--- src/rtl/fetch_pc.sv ---
// Fetch-stage program counter: selects the next fetch address from reset,
// exception, stall, eret and D-stage branch/jump controls, and flags the F word.
module fetch_pc (
  input  logic        clk,
  input  logic        reset,
  input  logic        stall,
  input  logic        req,
  input  logic        eret,
  input  logic [31:0] epc,
  input  logic [1:0]  npc_op,
  input  logic        branch,
  input  logic [31:0] d_pc,
  input  logic [15:0] d_imm16,
  input  logic [25:0] d_index,
  input  logic [31:0] d_rs,
  output logic [31:0] f_pc,
  output logic        f_adel,
  output logic        f_bd,
  output logic        kill_f
);

  localparam logic [31:0] RESET_PC = 32'h0000_3000;
  localparam logic [31:0] EXC_PC   = 32'h0000_4180;
  localparam logic [31:0] TEXT_LO  = 32'h0000_3000;
  localparam logic [31:0] TEXT_HI  = 32'h0000_6FFC;

  typedef enum logic [1:0] {
    NPC_SEQ    = 2'b00,
    NPC_BRANCH = 2'b01,
    NPC_JUMP   = 2'b10,
    NPC_JR     = 2'b11
  } npc_op_e;

  npc_op_e     op;
  logic [31:0] d_pc_plus4;
  logic [31:0] br_target;
  logic [31:0] j_target;
  logic [31:0] f_pc_plus4;
  logic [31:0] next_pc;

  assign op         = npc_op_e'(npc_op);
  assign d_pc_plus4 = d_pc + 32'd4;
  // Branch offset is a word count relative to the delay-slot address; wraps silently.
  assign br_target  = d_pc_plus4 + {{14{d_imm16[15]}}, d_imm16, 2'b00};
  assign j_target   = {d_pc_plus4[31:28], d_index, 2'b00};
  assign f_pc_plus4 = f_pc + 32'd4;

  always_comb begin
    // NOTE: next_pc gets a default before any branch of the priority chain, so no
    // path leaves it unassigned and no latch is inferred.
    next_pc = f_pc_plus4;
    if (req) begin
      next_pc = EXC_PC;
    end else if (stall) begin
      next_pc = f_pc;
    end else if (eret) begin
      next_pc = epc;
    end else begin
      case (op)
        NPC_BRANCH: if (branch) next_pc = br_target;
        NPC_JUMP:   next_pc = j_target;
        NPC_JR:     next_pc = d_rs;
        default:    next_pc = f_pc_plus4;
      endcase
    end
  end

  always_ff @(posedge clk) begin
    // NOTE: sequential state uses non-blocking assignment so every flop samples
    // pre-edge values regardless of block ordering.
    if (reset) f_pc <= RESET_PC;
    else       f_pc <= next_pc;
  end

  // Misaligned or outside the instruction window; jr targets are not sanitised.
  assign f_adel = (f_pc[1:0] != 2'b00) || (f_pc < TEXT_LO) || (f_pc > TEXT_HI);
  assign f_bd   = !req && (op != NPC_SEQ);
  assign kill_f = eret && !stall && !req;

endmodule

--- config.mk ---
export PLATFORM = sky130hd
export DESIGN_NAME = fetch_pc
export DESIGN_NICKNAME = d
export VERILOG_FILES = /design/src/rtl/fetch_pc.sv
export SDC_FILE = /design/constraint.sdc
export NUM_CORES = 1
export LEC_CHECK = 0
export CAP_MARGIN = 30
export CORE_MARGIN = 2
export CORE_UTILIZATION = 40
export DETAILED_ROUTE_END_ITERATION = 8
export GPL_TIMING_DRIVEN = 0
export PLACE_DENSITY = 0.74
export SLEW_MARGIN = 20
export SYNTH_ARGS = -nofsm -noshare
export SYNTH_HDL_FRONTEND = slang
export SYNTH_SLANG_ARGS = --single-unit
export TNS_END_PERCENT = 5
--- constraint.sdc ---
create_clock -name clk -period 3.9 [get_ports clk]
set_clock_uncertainty 0.2 [all_clocks]
set_input_delay 0.39 -clock clk [delete_from_list [all_inputs] [get_ports clk]]
set_output_delay 0.39 -clock clk [all_outputs]
set_load 0.01 [all_outputs]
* Word level (Yosys, flattened, before mapping) *
Index checks and enable logic that the tools add are counted.

word-level totals
  flip-flop bits (word level) = 32
  output and inout port bits = 35

cells by class
  reductions and logical operators = 10
  add/sub/neg operators = 3
  order comparisons = 2
  equality and inequality tests = 4
  muxes and demuxes = 5

operators with widths
  kind                   count
  $pmux 32 s3            1
  $add 32x3->32 const B  2
  $mux 32                2
  $add 32x32->32         1
  $gt 32x15->1 const B   1
  $lt 32x14->1 const B   1
  $mux 15                2
  $eq 2x2->1 const B     2
  $reduce_bool 2->1      2
  $logic_and 1x1->1      3
  $eq 2x1->1 const B     1
  $logic_not 1->1        2
  $logic_or 1x1->1       2
  $ne 2x1->1 const B     1
  $reduce_or 2->1        1

* Longest topological paths before layout *
Gate-level depths: netlist (run 1).

  depth in word-level cells = 7
  depth in mapped cells = 15

* Worst setup path after synthesis (run 1) *
Ideal clock, no wire load.

  kind = input to register
  from = input d_pc[6]
  to = register f_pc[30]
  required time = 3,580 ps
  data arrival time = 3,662 ps
  slack = -81 ps
  path buffers = 1
  stages on the path = 15
  cells stage by stage = nand4_1 or2_2 nor2_1 and3_1 xor2_1 ha_1 buf_2 a21o_1 a31oi_1 o21ai_0 or4_4 and3b_4 o31ai_1 mux2_2 a211o_1

on the way
  cells in the longest elaborated chain, start to end = 5

RTL lines
  what                  RTL line  text
  start, declared       12        input logic [31:0] d_pc,
  $add 32x3->32 *       42        assign d_pc_plus4 = d_pc + 32'd4;
  $add 32x32->32        44        assign br_target = d_pc_plus4 + {{14{d_imm16[15]}}, d_imm16, 2'b00};
  $mux 32               60        NPC_BRANCH: if (branch) next_pc = br_target;
  $pmux 32 s3 *         59        case (op)
  $mux 32 *             56        end else if (eret) begin
  end signal, assigned  72        else f_pc <= next_pc;
  end, declared         16        output logic [31:0] f_pc,

Mark *: on every way between the ends. The rest lies on a longest branch, timed or not.
A chain may end at the register's enable or synchronous reset.

* Final worst setup path (run 1) *
  from = input d_pc[7]
  to = register f_pc[26]

on the way
  cells in the longest elaborated chain, start to end = 5

RTL lines
  what            RTL line
  $add 32x3->32   42
  $add 32x32->32  44
  $mux 32         60
  $pmux 32 s3     59
  $mux 32         56

No other way between the ends.

==> flow_summary.ini, run 1 <==
[placement]
port-buffer-count = 177
gp_congestion = 1.01
dp_cells = 1137
hpwl_um = 18200
pre_cts_slack_ps = -950
placed_cell_area_um2 = 7420

[pwr]
p_leak_nw = 2.98
total_power_mw = 1.67
power_density_nw_per_um2 = 213
ir_drop_mv = 0.149

[timing]
fin_setup_tns_ps = -182
slew_headroom_pct = 33.8
fmax_mhz = 249
hold_viol_final = 0
worst_slack_ps = -121
grt_setup_unrepaired = true
tightest_slew_ps = 990
maxSlewViolCount = 0
holdWs_ps = 279
min_period_ps = 4020
finalSetupViolCount = 2
post-route-period-util_pct = 103

[finish]
fillers = 1265
reg_top3 = f_pc (30)
layout-drive-gt1-share_pct = 8.55
mostFrequentLayoutCells = 163 x clkdlybuf4s50_1, 89 x nand2_1, 69 x nor2_1
post-route-util_pct = 59.5
layout.nets = 1163
regMostFlops = f_pc
largest_reg_flops = 30
n_antenna_cell = 0
synthToLayoutAreaGrowth_pct = 45.4
fin_cells = 1158
final_common_cell = clkdlybuf4s50_1
area.sequential_um2 = 641
finalInstanceArea_um2 = 7850
multi_input_area_um2 = 4730

[floorplanning]
die_area_um2 = 14400
die_h_um = 120
io-pin-count = 181
die_x_um = 120
core_area_um2 = 13200
rows = 42
initial_core_util_pct = 40.9

[clocking]
cts-hold-fix-buffers = 0
cts_tree = yes
cts_buffers = 5
cts_buffer_depth = 2
cts-htree-levels = 2
clk_latency_ps = 290
cts_sinks = 32
cts.clk_slew.worst_paths_ps = 60
ctsRootBufferMaster = clkbuf_16

[yosys]
synth_edf_count = 0
ys_ff_latch = 32
syn-num-nets = 966
ys_types = 73
netlist_instances = 784
ys.flop_type = dfxtp_1
yosysSeqAreaShare_pct = 11.9
ys_warn_count = 0
synth_area_um2 = 5400
ys_async_sr_fraction_pct = 0
postSynthAreaPerCell_um2 = 6.89

[detailed_routing]
dr.pass1.iters = 6
drtIter0Drc = 819
antenna_left = 0
vias = 7053
totalWireLength_um = 23400
drcViolationCount = 0
via_per_inst = 6.09
wl_per_cell_um = 20.2

[critical_path]
cp_max_fo = 5
end_kind = register
startpoint_type = input port
critPathRequiredTime_ps = 3870
criticalPathCategory = input port to register
arrival_ps = 3990

[global_route]
grt_usage_pct = 31.4
grt_max_degree = 19
antenna_found_initial = 0
overflow = 0
grt_pass1_vias = 6571
grt_pass1_wl_um = 35800

[job]
drv_cap = 0

[outcome]
violations = negative setup slack
outcome = finished, violations left

[min_path]
holdCritPathClass = input port to register
cells by family after synthesis:
group	count (synthesis)	share of synthesized area [%]
AND/OR/NAND/NOR	313	28.9
AO/OA/AOI/OAI	257	31.2
XOR/XNOR	71	11.5
buffers and inverters	60	4.24
adder cells (fa/ha/maj)	36	8.48
flip-flops	32	11.9
multiplexers	15	3.75
report_power, final:
| group | internal, mW | switching (mW) | total, mW |
|---|---|---|---|
| clock network | 0.301 | 0.172 | 0.472 |
| registers | 0.345 | 0.0301 | 0.375 |
| logic | 0.396 | 0.431 | 0.826 |
| total | 1.04 | 0.632 | 1.67 |
metal layers:
metal | vias to the layer above | global-route usage, % | routed length, um
li1 | 3334 | - | -
met1 | 3241 | 42.6 | 9730
met2 | 420 | 49.4 | 10500
met3 | 58 | 6.08 | 2440
met4 | 0 | 11.5 | 725
met5 | - | 0 | 0
final cells by class:
type / instances / area share (%)
plain buffers: 41 / 1.98
clock buffers: 5 / 1.59
clock inverters: 3 / 0.542
inverters: 17 / 0.813
multi-input cells: 692 / 60.3
flip-flops and latches: 32 / 8.16
well taps: 176 / 2.80
repair buffers: 192 / 23.8
final timing paths:
kind,endpoint,cells after the start,slack (ps),from
max,f_pc[26]$_SDFFE_PP0N_,16,-120,d_pc[7]
min,f_pc[14]$_SDFFE_PP0P_,2,280,reset
max reg2reg,f_pc[28]$_SDFFE_PP0N_,8,570,f_pc[12]$_SDFFE_PP1P_
min reg2reg,f_pc[9]$_SDFFE_PP0N_,2,340,f_pc[9]$_SDFFE_PP0N_
what timing repair did:
item,CTS,global route
buffers inserted,11,4
pin swaps,14,13
gates resized for setup,44,25
setup endpoints to repair,12,9
Yosys cell counts (all sizes together), types with 16 or more instances:
cell | number | area [um^2]
o21ai | 57 | 285
nand2 | 91 | 342
clkbuf | 32 | 120
ha | 35 | 438
and3 | 16 | 100
a21o | 24 | 180
xor2 | 25 | 219
a21oi | 65 | 329
dfxtp | 32 | 641
nor2 | 72 | 270
xnor2 | 46 | 403
nand4 | 21 | 131
nand3 | 33 | 165
nor3 | 22 | 115
worst max-delay path, cell delays in order:
cell and delay (ps):
clkdlybuf4s15_2 210, nand4_1 150, or2_4 290, buf_4 150, nor3_1 280, xor2_1 280, buf_4 170, ha_4 210
nand3_1 80, or2_2 140, nor2_1 70, or4_4 500, and3b_4 220, or4_4 510, a211oi_2 280, nor2_1 70
No activity file was read; power rests on OpenSTA's default activity.
==> run 2, diff against run 1 <==
--- a/config.mk
+++ b/config.mk
@@ -11,7 +11,6 @@
 export DETAILED_ROUTE_END_ITERATION = 8
 export GPL_TIMING_DRIVEN = 0
 export PLACE_DENSITY = 0.74
-export SLEW_MARGIN = 20
 export SYNTH_ARGS = -nofsm -noshare
 export SYNTH_HDL_FRONTEND = slang
 export SYNTH_SLANG_ARGS = --single-unit
==> results of run 2 <==
Final layout, timing and power as in run 1 (identical DEF).
